**src/rtl/display_manager.sv**
```systemverilog
// display_manager
//   Converts a 12-bit binary result into four BCD digits with an iterative
//   shift-add-3 (double dabble) sequence. It then time-multiplexes those
//   digits onto a 4-digit common-anode 7-segment display.
//
//   State table:
//     state | meaning
//     IDLE  | waiting for number_valid; display shows last completed value
//     SHIFT | one add-3/shift step per clock, 12 steps total
//     DONE  | one-cycle completion pulse; bcd_out/display just updated
//
// Ports:
//   clk          system clock, rising edge
//   reset        asynchronous, active-low reset
//   number_in    unsigned binary value to convert (0..4095)
//   number_valid request strobe, sampled only in IDLE
//   busy         conversion in progress (SHIFT or DONE)
//   done         one-cycle pulse when bcd_out and the display are updated
//   bcd_out      {thousands, hundreds, tens, units} BCD
//   an           active-low digit enables, an[0] = units
//   seg          active-low segments {g,f,e,d,c,b,a}
module display_manager #(
  parameter int REFRESH_DIV = 50000,
  parameter bit BLANK_ZEROS = 1'b1
) (
  input  logic        clk,
  input  logic        reset,
  input  logic [11:0] number_in,
  input  logic        number_valid,
  output logic        busy,
  output logic        done,
  output logic [15:0] bcd_out,
  output logic [3:0]  an,
  output logic [6:0]  seg
);

  localparam int CW = (REFRESH_DIV > 2) ? $clog2(REFRESH_DIV) : 1;
  localparam logic [CW-1:0] REFRESH_LAST = CW'(REFRESH_DIV - 1);

  typedef enum logic [1:0] {IDLE, SHIFT, DONE} state_t;

  state_t      state, state_nxt;
  logic [11:0] bin_sr;
  logic [15:0] bcd_sr;
  logic [3:0]  bit_cnt;
  logic [15:0] disp_reg;
  logic [15:0] bcd_adj;
  logic [15:0] bcd_shift;
  logic [CW-1:0] refresh_cnt;
  logic [1:0]  digit_sel;
  logic [3:0]  digit;
  logic        blank;

  // Add-3 correction on every nibble, then shift the binary MSB in.
  always_comb begin
    bcd_adj = bcd_sr;
    for (int i = 0; i < 4; i++) begin
      if (bcd_sr[4*i +: 4] >= 4'd5) bcd_adj[4*i +: 4] = bcd_sr[4*i +: 4] + 4'd3;
    end
    bcd_shift = {bcd_adj[14:0], bin_sr[11]};
  end

  always_comb begin
    state_nxt = state;
    case (state)
      IDLE:    if (number_valid) state_nxt = SHIFT;
      SHIFT:   if (bit_cnt == 4'd11) state_nxt = DONE;
      DONE:    state_nxt = IDLE;
      default: state_nxt = IDLE;
    endcase
  end

  always_ff @(posedge clk or negedge reset) begin
    if (!reset) state <= IDLE;
    else        state <= state_nxt;
  end

  always_ff @(posedge clk or negedge reset) begin
    if (!reset) begin
      bin_sr   <= '0;
      bcd_sr   <= '0;
      bit_cnt  <= '0;
      bcd_out  <= '0;
      disp_reg <= '0;
    end else begin
      case (state)
        IDLE: begin
          if (number_valid) begin
            bin_sr  <= number_in;
            bcd_sr  <= '0;
            bit_cnt <= '0;
          end
        end
        SHIFT: begin
          bcd_sr  <= bcd_shift;
          bin_sr  <= {bin_sr[10:0], 1'b0};
          bit_cnt <= bit_cnt + 4'd1;
          if (bit_cnt == 4'd11) begin
            bcd_out  <= bcd_shift;
            disp_reg <= bcd_shift;
          end
        end
        default: ;
      endcase
    end
  end

  assign busy = (state != IDLE);
  assign done = (state == DONE);

  // Refresh timing is free-running and independent of the conversion FSM.
  always_ff @(posedge clk or negedge reset) begin
    if (!reset) begin
      refresh_cnt <= '0;
      digit_sel   <= '0;
    end else if (refresh_cnt == REFRESH_LAST) begin
      refresh_cnt <= '0;
      digit_sel   <= digit_sel + 2'd1;
    end else begin
      refresh_cnt <= refresh_cnt + 1'b1;
    end
  end

  always_comb begin
    digit = disp_reg[3:0];
    blank = 1'b0;
    case (digit_sel)
      2'd0: digit = disp_reg[3:0];
      2'd1: begin
        digit = disp_reg[7:4];
        blank = BLANK_ZEROS && (disp_reg[15:4] == 12'd0);
      end
      2'd2: begin
        digit = disp_reg[11:8];
        blank = BLANK_ZEROS && (disp_reg[15:8] == 8'd0);
      end
      default: begin
        digit = disp_reg[15:12];
        blank = BLANK_ZEROS && (disp_reg[15:12] == 4'd0);
      end
    endcase
  end

  always_comb begin
    an  = ~(4'b0001 << digit_sel);
    seg = 7'b1111111;
    if (blank) begin
      an = 4'b1111;
    end else begin
      case (digit)
        4'd0: seg = 7'b1000000;
        4'd1: seg = 7'b1111001;
        4'd2: seg = 7'b0100100;
        4'd3: seg = 7'b0110000;
        4'd4: seg = 7'b0011001;
        4'd5: seg = 7'b0010010;
        4'd6: seg = 7'b0000010;
        4'd7: seg = 7'b1111000;
        4'd8: seg = 7'b0000000;
        4'd9: seg = 7'b0010000;
        default: seg = 7'b1111111;
      endcase
    end
  end

endmodule
```
**config.mk**
```make
export PLATFORM = sky130hd
export DESIGN_NAME = display_manager
export DESIGN_NICKNAME = d
export VERILOG_FILES = /design/src/rtl/display_manager.sv
export SDC_FILE = /design/constraint.sdc
export NUM_CORES = 1
export LEC_CHECK = 0
export BUFFER_PORTS_ARGS = -buffer_cell sky130_fd_sc_hd__buf_2
export CORE_MARGIN = 5
export CORE_UTILIZATION = 50
export DETAILED_ROUTE_END_ITERATION = 8
export PLACE_DENSITY = 0.74
export RECOVER_POWER = 100
export SLEW_MARGIN = 20
export SYNTH_ARGS = -nofsm -noshare
export SYNTH_HDL_FRONTEND = slang
export SYNTH_SLANG_ARGS = --single-unit
```
**constraint.sdc**
```tcl
create_clock -name clk -period 3.5 [get_ports clk]
set_input_delay 1.05 -clock clk [delete_from_list [all_inputs] [get_ports clk]]
set_output_delay 1.05 -clock clk [all_outputs]
set_load 0.03 [all_outputs]
```
---- After elaboration in Yosys (flattened, before gate mapping) ----
Memories as Yosys holds them, arrays and structs flattened.
Cells that the tools add are included.
Widths: inputs -> output; s select.
storage, ports and cells
  flip-flop bits (word level) ............. 68
  ROM bits ................................ 112
  input port bits ......................... 15
  output and inout bits ................... 29
  logic and storage cells ................. 57
  memories ................................ 1
operators by class
  $add $sub $neg .......................... 7
  $lt $le $gt $ge ......................... 4
  equality and inequality tests ........... 8
  shifts and indexed selects .............. 1
  muxes and demuxes ....................... 18
  bitwise operators ....................... 1
  reduce and logical (&&, ||, !) cells .... 10
memory list
  memory            depth  bits a word  read ports  clocked after memory_dff  wr ports  line  source
  (name not given)  16     7            1           0                         0         150   case (digit)
operators with widths
  kind                   number
  $mux 16                2
  $pmux 16 s2            1
  $pmux 12 s2            1
  $mux 4                 5
  $add 16x1->16 const B  1
  $eq 16x16->1 const B   1
  $ge 4x3->1 const B     4
  $add 4x2->4 const B    3
  $logic_not 12->1       1
  $mux 12                1
  $pmux 4 s3             1
  $logic_not 8->1        1
  $pmux 4 s2             1
  $mux 7                 1
  $reduce_and 2->1       3
  $add 4x1->4 const B    1
  $eq 2x1->1 const B     2
  $eq 2x2->1 const B     2
  $eq 4x4->1 const B     1
  $logic_not 2->1        2
  $logic_not 4->1        1
  $mux 2                 2
  $ne 2x2->1 const B     2
  $not 4->4              1
  7 further kinds        8

---- Longest topological paths before layout ----
An unclocked memory read counts as a cell.
  word-level depth ........................ 4
  depth in mapped cells ................... 8

---- Worst setup path after synthesis ----
Ideal clock, no wire load.
  kind .................................... register -> output
  from .................................... register digit_sel[0]
  to ...................................... output port seg[2]
  data arrival time ....................... 2.693 ns
  setup slack ............................. -0.243 ns
  stages on the path, launching flop included .. 8
  buffers on the path ..................... 0
  cell sequence ........................... dfrtp_1 inv_1 ha_1 a222oi_1 mux2i_2 ha_1 inv_1 o311ai_0
between the ends
  longest elaborated chain between the ends .. 4
  elaborated cells between the ends (all ways) .. 7
  classes of those cells .................. eq/ne (2); mux (3); reduce/logical (1); memory (1)
ends and longest elaborated chain
  element                                   line  source
  from (decl)                               50    logic [1:0] digit_sel;
  from (signal assigned)                    118   digit_sel <= digit_sel + 2'd1;
  $eq 2x2->1, or another cell as far along  127   case (digit_sel)
  $pmux 4 s3                                127
  $mem_v2 16x7                              --
  $mux 7 (*)                                147   if (blank) begin
  to (decl)                                 34    output logic [6:0] seg
Mark *: on every way between the ends. The rest lies on a longest branch, timed or not.

---- Final worst setup path ----
  from .................................... register digit_sel[1]
  to ...................................... output port seg[3]
The elaborated chain is that of the path after synthesis.

==> results.yml <==
yosys:
  synth-warning-count: 0
  synth-xor-area-share_pct: 4.527
  synth-adder-area-share_pct: 6.127
  synthMuxAreaShare_pct: 4.255
  synth_top_family_by_area: "simple AND/OR/NAND/NOR gates"
  syn_inst: 382
  ys_seq_area_share_pct: 46.29
  yosys.area_share.simple_pct: 17.22
  synth_cell_types: 44
  synth_area_per_cell_um2: 9.623
  synth_seq_cells: 68
  syn_nets: 415
  synth_compound_area_share_pct: 17.19
  synthesis.area_mm2: 0.003676
critical_path:
  worst-path-max-fanout: 6
  end_kind: "output pin"
  rr_worst_depth: 6
  worstSetupStartpoint: "digit_sel[1]"
  r2r_start: "state[0]"
  crit_end: "seg[3]"
  r2r_end: "disp_reg[9]"
  regToRegSetupSlack_ns: 0.48
  required_ns: 2.45
  start_kind: "flip-flop"
  crit_type: "reg2out"
  cp.arrival_ns: 2.40
timing:
  timing.final.crit_share_pct: 98.53
  fin_skew_ns: 0.01064
  fin_crit_ns: 3.449
  tightest_slew_ns: 1.698
  rsz0062_at_grt: "yes"
  finalMaxSlewViolations: 34
  finalHoldViolCount: 0
  setup_viol: 0
  slew-limit-headroom_pct: -13.20
  fmax_mhz: 290.0
cells_and_area:
  fin_util_pct: 59.42
  syn_to_final_growth_pct: 16.61
  seq_area_mm2: 0.001703
  final_area_mm2: 0.004287
  drive_above_1_share_pct: 18.08
  finalNonFillerCells: 536
  final_common_cell: "dfrtp_1"
  final_nets: 465
  multi_input_area_mm2: 0.001868
  fillers: 640
  layout_common_cells: "dfrtp_1 (67), o21ai_0 (43), nand2_1 (36), clkbuf_1 (24), a21oi_1 (22)"
  num_antenna_cells: 0
placement:
  dp.cells: 514
  hpwl_um: 5469
  place.gp.congestion: 0.8192
  placed_area_mm2: 0.004009
  io_buffers: 43
worst_hold_path:
  worstHoldStart: "refresh_cnt[13]"
  hold_path.class: "reg2reg"
  min_delay_path_depth: 1
drt:
  routedWlPerCell_um: 14.76
  dr.first_iter.drc_count: 144
  met1_length_um: 3600
  wl_met3_um: 393
  drc_errors: 0
  highest_layer: "met4"
  routed_wl_um: 7911
  drtPass1Iterations: 5
  vias_per_cell: 5.543
  vias: 2971
  ant_nets: 0
  met2_wirelength_um: 3782
global_routing:
  grt_max_degree: 37
  antenna_found_initial: 0
  grt_pass1_vias: 2964
  grt_pass1_wl_um: 13580
  grt_overflow_total: 0
  gr-usage-all-layers_pct: 18.76
status:
  violations: "capacitance limit, slew limit"
  status: "finished with violations"
power_and_ir_drop:
  pwr-share-comb_pct: 48.2
  p_switching_mw: 1.612
  p_int_mw: 2.097
  seqPwrFrac_pct: 35.0
  p_sw_share_pct: 43.46
  total_power_mw: 3.709
  clkPwrFrac_pct: 16.7
  p_per_area_mw_per_mm2: 865.3
  irDropWorstVdd_mv: 0.3446
  leakage_nw: 1.869
floorplanning:
  die_area_mm2: 0.009167
  die_h_um: 95.75
  row_count: 31
  start_util_pct: 50.95
  coreArea_mm2: 0.007214
  dieWidth_um: 95.75
  io_pins: 44
clocking:
  clk_pin_slew_worst_paths_ns: 0.07
  root_buffer: "clkbuf_8"
  cts_tree: "built"
  cts_buffers: 9
  clock_tree.buffer_depth: 2
  clk_latency_ns: 0.33
  cts_htree_levels: 3
  numClockSinks: 68
  cts_hold_buf: 0
run:
  max-cap-violations: 1
synth_stat cells:
master    count  area [um^2]
o21ai_0      46        230.2
buf_2         1        5.000
xnor2_1      15        131.4
a211oi_1      2        15.01
mux2i_2       1        13.76
or2_2         1        6.260
ha_1         18        225.2
nor4b_1       1        8.760
nand2b_1      7        43.79
a222oi_1      4        40.04
a31oi_1       4        25.02
nor2b_1      16        100.1
mux2_2       10        112.6
nand3_1       7        35.03
or4b_4        1        13.76
o21bai_1      1        7.510
clkbuf_1     16        60.06
a41oi_1       1        8.760
and4_1        2        17.52
a21o_1        1        7.510
nand2_1      36        135.1
and4b_1       1        10.01
xor2_1        4        35.03
a32oi_1       1        8.760
nor3_1       10        50.05
o21a_1        1        7.510
a22oi_1      11        82.58
a22o_1        8        70.07
or3b_2        4        35.03
a211o_2       1        10.01
a21oi_1      22        110.1
nand4_1       5        31.28
inv_1        21        78.83
and2_1        2        12.51
nor2_1       13        48.80
o311ai_0      1        8.760
clkbuf_8      1        13.76
or3_1         3        18.77
mux2i_1       3        30.03
dfrtp_1      68         1702
nor4_1        4        25.02
and3_1        3        18.77
inv_2         1        3.750
nor3b_1       3        22.52
routing by layer:
metal	GRT usage, %	up-vias
li1	-	1455
met1	24.14	1433
met2	29.82	67
met3	4.613	16
met4	8.649	0
met5	0	-
timing repair:
item,in CTS,in global routing
cloned,0,0
setup buffers,5,1
setup endpoints to repair,6,7
hold endpoints to repair,0,0
resized for setup,7,23
pin swaps,1,8
through the flow:
stage | worst slack, ns | hold WS [ns] | TNS, ns
finish | 0.05147 | 0.5070 | 0
detailed placement | 0.1426 | 0.4942 | 0
global route | -0.09917 | 0.5279 | -0.3940
CTS | 0.001101 | 0.5080 | 0
floorplan | 0.05405 | 0.4675 | 0
global placement | 0.2377 | 0.4874 | 0
cell type report:
cell class	count	share of cell area, %
inverter	22	1.985
multi-input combinational	274	43.58
sequential	68	39.73
clock inverter	2	0.3795
timing repair buffer	57	7.180
clock buffer	14	4.262
tap	99	2.890
power groups by stage:
stage	registers (mW)	clock network [mW]	logic [mW]
6_report	1.30	0.621	1.79
5_1_grt	1.34	0.666	2.00
4_1_cts	1.30	0.640	1.79
2_1_floorplan	1.40	0	1.13
3_3_place_gp	1.30	0	1.68
3_5_place_dp	1.31	0	1.73
cells by family after synthesis:
| kind of cell | Yosys count |
|---|---|
| compound gates | 104 |
| xor+xnor | 19 |
| fa+ha+maj | 18 |
| simple gates | 119 |
| buf+inv | 40 |
| mux | 14 |
| flops | 68 |
how the worst min path moves through the flow:
stage	endpoint
floorplan	bin_sr[0]
global placement	bin_sr[0]
detailed placement	refresh_cnt[13]
CTS	refresh_cnt[13]
global route	refresh_cnt[13]
finish	refresh_cnt[13]
worst max-delay path: stages, from the launching register on:
cell and delay, ns:
dfrtp_2 0.46, ha_4 0.20, a222oi_1 0.41, mux2i_2 0.19, ha_1 0.35, o21ai_2 0.13
nand4_1 0.14, buf_6 0.18
Note: power is estimated with default switching activity, not from simulation.
